--- src/rtl/mmio_store_port.sv ---
// mmio_store_port: snoops CPU stores to MATCH_ADDR into a small FIFO that a
// host-side consumer drains over valid/ready. The CPU polls the fill level
// and the sticky overflow flag by loading from STATUS_ADDR.
module mmio_store_port #(
  parameter int             N           = 16,
  parameter int             DEPTH       = 4,
  parameter logic [N-1:0]   MATCH_ADDR  = 16'h0040,
  parameter logic [N-1:0]   STATUS_ADDR = 16'h0041
) (
  input  logic                       clk,
  input  logic                       reset,
  input  logic                       memwrite,
  input  logic [N-1:0]               dataadr,
  input  logic [N-1:0]               writedata,
  output logic                       status_hit,
  output logic [N-1:0]               rdata,
  output logic                       out_valid,
  output logic [N-1:0]               out_data,
  input  logic                       out_ready,
  output logic [$clog2(DEPTH):0]     count,
  output logic                       overflow,
  input  logic                       clr_ovf
);

  localparam int AW = $clog2(DEPTH);
  localparam int CW = AW + 1;

  logic [N-1:0]  mem_q [DEPTH];
  logic [AW-1:0] wr_ptr_q, wr_ptr_d;
  logic [AW-1:0] rd_ptr_q, rd_ptr_d;
  logic [CW-1:0] count_q, count_d;
  logic          overflow_q, overflow_d;

  logic push, pop, full, accept;

  // Handshake decode: a push into a full FIFO only lands when a pop frees a slot.
  always_comb begin
    push   = memwrite && (dataadr == MATCH_ADDR);
    full   = (count_q == CW'(DEPTH));
    pop    = (count_q != '0) && out_ready;
    accept = push && (!full || pop);
  end

  // Next-state for pointers, fill level and the sticky overflow flag.
  always_comb begin
    wr_ptr_d   = accept ? wr_ptr_q + AW'(1) : wr_ptr_q;
    rd_ptr_d   = pop    ? rd_ptr_q + AW'(1) : rd_ptr_q;
    count_d    = count_q;
    case ({accept, pop})
      2'b10:   count_d = count_q + CW'(1);
      2'b01:   count_d = count_q - CW'(1);
      default: count_d = count_q;
    endcase
    // A new drop beats a simultaneous clear so no overflow event is ever lost.
    if (push && full && !pop) begin
      overflow_d = 1'b1;
    end else if (clr_ovf) begin
      overflow_d = 1'b0;
    end else begin
      overflow_d = overflow_q;
    end
  end

  // Control state; reset discards every queued entry.
  always_ff @(posedge clk or negedge reset) begin
    if (!reset) begin
      wr_ptr_q   <= '0;
      rd_ptr_q   <= '0;
      count_q    <= '0;
      overflow_q <= 1'b0;
    end else begin
      wr_ptr_q   <= wr_ptr_d;
      rd_ptr_q   <= rd_ptr_d;
      count_q    <= count_d;
      overflow_q <= overflow_d;
    end
  end

  // Storage array; contents are only meaningful below count, so no reset.
  always_ff @(posedge clk) begin
    if (accept) begin
      mem_q[wr_ptr_q] <= writedata;
    end
  end

  // Outputs: head is gated to zero when empty so uninitialised storage never leaks.
  always_comb begin
    out_valid  = (count_q != '0);
    out_data   = out_valid ? mem_q[rd_ptr_q] : '0;
    count      = count_q;
    overflow   = overflow_q;
    status_hit = (dataadr == STATUS_ADDR) && !memwrite;
    rdata      = {overflow_q, {(N-1-CW){1'b0}}, count_q};
  end

endmodule

--- config.mk ---
export PLATFORM = sky130hd
export DESIGN_NAME = mmio_store_port
export DESIGN_NICKNAME = d
export VERILOG_FILES = /design/src/rtl/mmio_store_port.sv
export SDC_FILE = /design/constraint.sdc
export NUM_CORES = 1
export LEC_CHECK = 0
export CAP_MARGIN = 20
export CORE_ASPECT_RATIO = 1.75
export CORE_MARGIN = 5
export CORE_UTILIZATION = 45
export DETAILED_ROUTE_END_ITERATION = 10
export PLACE_DENSITY_LB_ADDON = 0.25
export SETUP_SLACK_MARGIN = 0.1
export SYNTH_ARGS = -nofsm -noshare
export SYNTH_HDL_FRONTEND = slang
export SYNTH_SLANG_ARGS = --single-unit
export TNS_END_PERCENT = 50
--- constraint.sdc ---
create_clock -name clk -period 2.7 [get_ports clk]
set_input_delay 0.675 -clock clk [delete_from_list [all_inputs] [get_ports clk]]
set_output_delay 0.675 -clock clk [all_outputs]
set_load 0.01 [all_outputs]
==> run metrics <==
register-to-register path setup slack 0.43 ns; initial core utilization 46.3%; via count 1837; crit path max fanout 4; Root Driver clkbuf_16; Clock Sinks 72; total core area 0.00691 mm²; sequential power share 35.1%; WL/cell 17.0 µm; Worst setup SP type flop; Final setup violation count 0; Vias/cell 5.07; pin count of the biggest net entering global routing 20; Synth area leader edfxtp_1; hold_buf cts 0; dominant cell by count in the synthesized netlist edfxtp_1; Synth Warn # 0; CTS tree done; 1st-iter DRT viols 71; Post-synth EDFFs 64; I/O Pins 75; drt drc 0; Critical Path AT 1.87 ns; clock power share 30.2%; Die Wd 73.7 µm; Worst Path Required 2.03 ns; Rows 40; Hold Path Class reg2reg; Top FF cell, synth edfxtp_1; CP endpoint kind primary output; hold slack 0.560 ns; grt total ovfl 0; # diodes 0; worst vdd ir 0.458 mV; max-cap violations 0; vias in the first global route 2023; Final TNS setup 0 ns; antenna violations before repair 0; Final HPWL DP 4460 µm; fin nets 315; status finished, final reports clean; Avg Inst Size Synth 17.6 µm²; Seq cells post-synth 72; Clock Latency Late Sink 0.32 ns; synth top area cells edfxtp_1 (60%), mux4_2 (11%), dfrtp_1 (6.3%), buf_4 (4.0%), and2_1 (3.9%); count of cell types in the netlist 39; Leak 0.00175 µW; sw frac 27.1%; Pre-antenna DRT Iters 4; Hold Fails Final Rpt 0; synthesized area 0.00319 mm²; critical path type reg2out; Gate power share 34.7%; Peak Freq 0.393 GHz; GRT Resource Usage Total 15.1%; height of the chip 121 µm; Syn Inst Count 182; Cell Pwr Density 830 mW/mm²; Period Utilization, post-route 94.4%; antenna-violating nets left 0; async set-reset flop share out of synthesis 11.1%; wirelength, routed 6140 µm; Final GP Congestion 0.833; crit path time final 2.55 ns; sequential area share after synthesis 66.4%; Worst-path clk slew 0.05 ns; clock skew 0.00513 ns; htree depth 3; die area 0.00895 mm²; PortBufs 62; fin. max-slew vios 0; Area Overhead vs Synth 37.3%; synth cell count leaders edfxtp_1 (64), and2_1 (20), buf_4 (17); Max clock buf depth 2; layout cell share with drive strength beyond 1 27.3%; Int Pwr 2660 µW; Sw Pwr 988 µW; fill count 535; global-route wire length before repair 9870 µm; Synth top area share 60.2%; TritonCTS Buffers 9; RSZ-0062 raised after global routing true
-- cells in the final DEF (no fill, tap or decap), drive strengths merged, types with 2 or more instances in the layout --
cell type      count
nor2               4
dlygate4sd2       12
clkinv             2
nand2              2
clkbuf            13
nand4              2
nand2b             2
conb              12
nor2b              2
nor4               2
ha                 4
dfrtp              8
xnor2              4
and2              20
nor3               3
buf               32
mux4              16
edfxtp            64
dlymetal6s2s      15
clkdlybuf4s50     30
inv                6
nand3              4
-- metrics by stage --
stage | instances | util, % | instance area, µm² | total power, µW | setup slack, ns
floorplan | 193 | - | 3240 | 2020 | 0.297
global placement | 340 | 57.7 | 3990 | 2550 | -0.312
detailed placement | 340 | 57.7 | 3990 | 2570 | -0.320
CTS | 360 | 62.2 | 4300 | 3680 | 0.0457
global route | 362 | 63.5 | 4390 | 3840 | 0.0648
finish | 362 | 63.5 | 4390 | 3640 | 0.152
-- power by group through the flow --
stage               combinational [µW]  clock [µW]  sequential [µW]
CTS                               1280        1120             1280
global route                      1390        1170             1280
finish                            1270        1100             1280
global placement                  1260           0             1290
detailed placement                1280           0             1290
floorplan                          714           0             1300
-- repair_timing --
action	CTS	global route
gates resized for setup	34	28
pin swaps	1	10
endpoints found under the setup margin	19	11
buffers inserted	4	2
-- sequential cells by signal (all words and copies together) (netlist names) --
name      flops
wr_ptr_q      2
count         3
overflow      1
rd_ptr_q      2
mem_q        64
-- worst max-delay path, stage by stage, from the launching register on --
cell	delay, ns
dfrtp_1	0.41
buf_6	0.15
buf_6	0.11
mux4_2	0.47
and2_1	0.18
clkdlybuf4s15_2	0.22
-- per-layer routing --
| metal | GRT usage [%] | share of wire [%] |
|---|---|---|
| met1 | 15.0 | 34 |
| met5 | 0 | 0 |
| met3 | 3.73 | 3.6 |
| met2 | 27.4 | 59 |
| met4 | 8.39 | 2.7 |
-- area by class of cell --
type / count / area [µm²] / share of cell area, %
inverters: 6 / 22.5 / 0.513
multi-input cells: 93 / 982 / 22.4
well taps: 84 / 105 / 2.40
clock buffers: 12 / 236 / 5.39
repair buffers: 91 / 873 / 19.9
clock inverters: 4 / 45.0 / 1.03
flip-flops and latches: 72 / 2120 / 48.4
-- path summary, 6_finish.rpt --
path,startpoint,cells after the start,to
worst max-delay path,rd_ptr_q[0],5,out_data[15]
worst min-delay path,wr_ptr_q[1],1,wr_ptr_q[1]
worst max register to register,count[0],6,count[1]
worst min register to register,wr_ptr_q[1],1,wr_ptr_q[1]
max in group asynchronous,reset,1,rd_ptr_q[1]
min in group asynchronous,reset,1,overflow
-- logic make-up (layout without fill, tap and decap cells) --
| group | count (synthesis) | after routing | share of synthesized area, % |
|---|---|---|---|
| AOI/OAI and AO/OA | 10 | 10 | 2.98 |
| buffers and inverters | 28 | 113 | 5.37 |
| xor gates and xnor gates | 4 | 4 | 1.10 |
| adders and majority gates | 5 | 5 | 2.19 |
| other | 1 | 12 | 0.117 |
| and+or+nand+nor | 45 | 45 | 10.2 |
| DFF | 72 | 72 | 66.4 |
| muxes | 17 | 17 | 11.6 |
No activity file was read; power rests on OpenSTA's default activity.
==> variant, RTL diff (config.mk and constraints unchanged) <==
`DEPTH`: 4 -> 8.
--- a/src/rtl/mmio_store_port.sv
+++ b/src/rtl/mmio_store_port.sv
@@ -3,7 +3,7 @@
 // and the sticky overflow flag by loading from STATUS_ADDR.
 module mmio_store_port #(
   parameter int             N           = 16,
-  parameter int             DEPTH       = 4,
+  parameter int             DEPTH       = 8,
   parameter logic [N-1:0]   MATCH_ADDR  = 16'h0040,
   parameter logic [N-1:0]   STATUS_ADDR = 16'h0041
 ) (
Ports: changed (resized count); port bits go from 75 to 76. No check against the original RTL was run, so the function may have changed too.
==> variant against the unedited design <==
- synthesized cell count up 60%
- first-iteration DRC count up 120%
- sequential cell count up 67
- count of clock-buffer cells in the layout up 7
- utilization down 2.7 points
- design area up 72%
- wire length up 84%
- synthesized area up 78%
- die area up 69%
- fmax down 4.4%
- setup slack worse by 0.12 ns
- total power up 98%
==> variant: results (changes against the unedited design) <==
* Clock tree root buffer cell: clkbuf_16
* Delay-heaviest family, CP: multiplexers
* CTS buffer count at 17 (+8)
* Most frequent cells after synthesis: edfxtp_1 (128), mux4_2 (32), nor2_1 (20), buf_4 (16), mux2i_1 (16)
* Largest register FFs at 128 (+100%)
* First-pass GRT wire length at 17500 µm (+78%)
* Layout Nets at 434 (+38%)
* Share of layout cells above drive strength 1 at 34.1% (+6.7 points)
* Reg-to-Reg End: count[2]
* Final period util at 98.7% (+4.3 points)
* Largest net degree at the start of global routing at 18 (-10%)
* Distinct cells, synth at 35 (-10%)
* TritonRoute pass-1 iters at 4 (unchanged)
* Final Max Slew Viols at 0 (unchanged)
* DR WL/cell at 19.8 µm (+16%)
* Power Internal at 5260 µW (+98%)
* Cells taking the most area after synthesis: edfxtp_1 (68%), mux4_2 (13%), dfrtp_1 (4.8%)
* DP Area at 6840 µm² (+72%)
* Synthesis warning total at 0 (unchanged)
* Status: finished clean
* Min-Delay Startpoint: overflow
* Setup crit start: rd_ptr_q[0]
* Vias in the first global route at 3273 (+62%)
* GPL Wtd Cong at 0.738 (-11%)
* Worst R2R Start: count[2]
* Reg2reg path depth at 11 (+5)
* Drt via density at 5.23 (+3.0%)
* GRT Total Usage at 16.0% (+0.92 points)
* Fillers at 910 (+70%)
* Initial antenna violation count at 0 (unchanged)
* P_leak at 0.00269 µW (+53%)
* Post-synth ARST share at 7.91% (-3.2 points)
* Peak supply drop at 0.000649 V (+42%)
* R2r setup slk at 0.31 ns (-0.12 ns)
* CP endpoint: out_data[9]
* Slowest stage delay, CP at 0.43 ns (-0.04 ns)
* H-tree levels at 4 (+1)
* CP max-delay cell: dfrtp_2
* Sequential element share of the synthesized area at 72.3% (+5.9 points)
* Clk slew on worst S/H paths at 0.05 ns (about the same)
* DP HPWL at 6900 µm (+55%)
* Utilization after layout at 60.8% (-2.7 points)
* Worst EP arrival at 1.99 ns (+0.12 ns)
* Pre-CTS worst setup slack at -0.592 ns (-0.271 ns)
* PortBufs at 64 (+3.2%)
* Iteration-0 DRC Markers at 154 (+120%)
* Clk Latency, worst-skew pair at 0.40 ns (+0.08 ns)
* Clock Skew at 0.00589 ns (+0.000758 ns)
* Gr ovfl total at 0 (unchanged)
* Number of synthesized flops with an enable pin at 128 (+100%)
-- variant: changes by cell type after synthesis, sizes merged, moves of 3 or more --
cell    delta
edfxtp    +64
mux2i     +16
clkbuf     +4
inv        -3
buf        +4
nor3       +4
xor2       +4
mux4      +16
and2      -19
nor2      +16
dfrtp      +3
-- variant: worst reg2reg max path, delay by kind of cell (launching register included) --
kind / cells / cell delay (ns)
adder cells (fa/ha/maj): 2 / 0.39
AND/OR/NAND/NOR: 3 / 0.57
AO/OA/AOI/OAI: 1 / 0.14
buffers and inverters: 2 / 0.26
flip-flops: 1 / 0.49
XOR/XNOR: 3 / 0.43
-- variant: logic make-up after synthesis --
group,Yosys count,share of synthesized area (%)
adders and majority gates,5,1.10
buffers and inverters,33,3.38
DFF,139,72.3
muxes,51,16.1
and+or+nand+nor,50,5.25
xor gates and xnor gates,9,1.38
other,1,0.0659
AOI/OAI and AO/OA,3,0.352
-- variant: timing repair --
item | 4_1_cts | 5_1_grt
setup endpoints to repair | 20 | 20
gates cloned | 2 | 0
resized for setup | 77 | 22
endpoints found under the hold margin | 0 | 0
setup buffers | 5 | 1
pin swaps | 2 | 13
-- variant: final cells by class --
cell class	instances	share of cell area, %
inverters	3	0.149
multi-input cells	129	20.2
well taps	168	2.78
repair buffers	102	14.3
clock inverters	13	2.32
clock buffers	19	5.73
flip-flops and latches	139	54.5
-- variant: stage by stage --
step                cells  total power, µW
detailed placement    534             4830
global route          573             7540
floorplan             301             3870
CTS                   573             7280
finish                573             7200
global placement      534             4820
-- variant: how the worst min path moves through the flow --
stage                     endpoint  slack, ns  depth (start not counted)
after floorplan           count[0]       0.38                          0
after global placement    overflow       0.54                          2
after detailed placement  overflow       0.55                          2
after CTS                 overflow       0.56                          2
after global routing      overflow       0.59                          2
final                     overflow       0.56                          2
-- variant: power groups by stage --
stage	Sequential, µW	Combinational (µW)	Clock [µW]
finish	2490	2350	2350
global route	2500	2540	2490
CTS	2480	2410	2390
detailed placement	2540	2290	0
global placement	2540	2280	0
floorplan	2530	1340	0
-- variant: metal layers --
| metal | global-route usage, % | part of all wire (%) | up-vias |
|---|---|---|---|
| met5 | 0 | 0 | - |
| met4 | 5.52 | 1.3 | 0 |
| met3 | 4.45 | 4.8 | 14 |
| met2 | 28.9 | 57 | 87 |
| met1 | 17.6 | 37 | 1552 |
| li1 | - | - | 1342 |
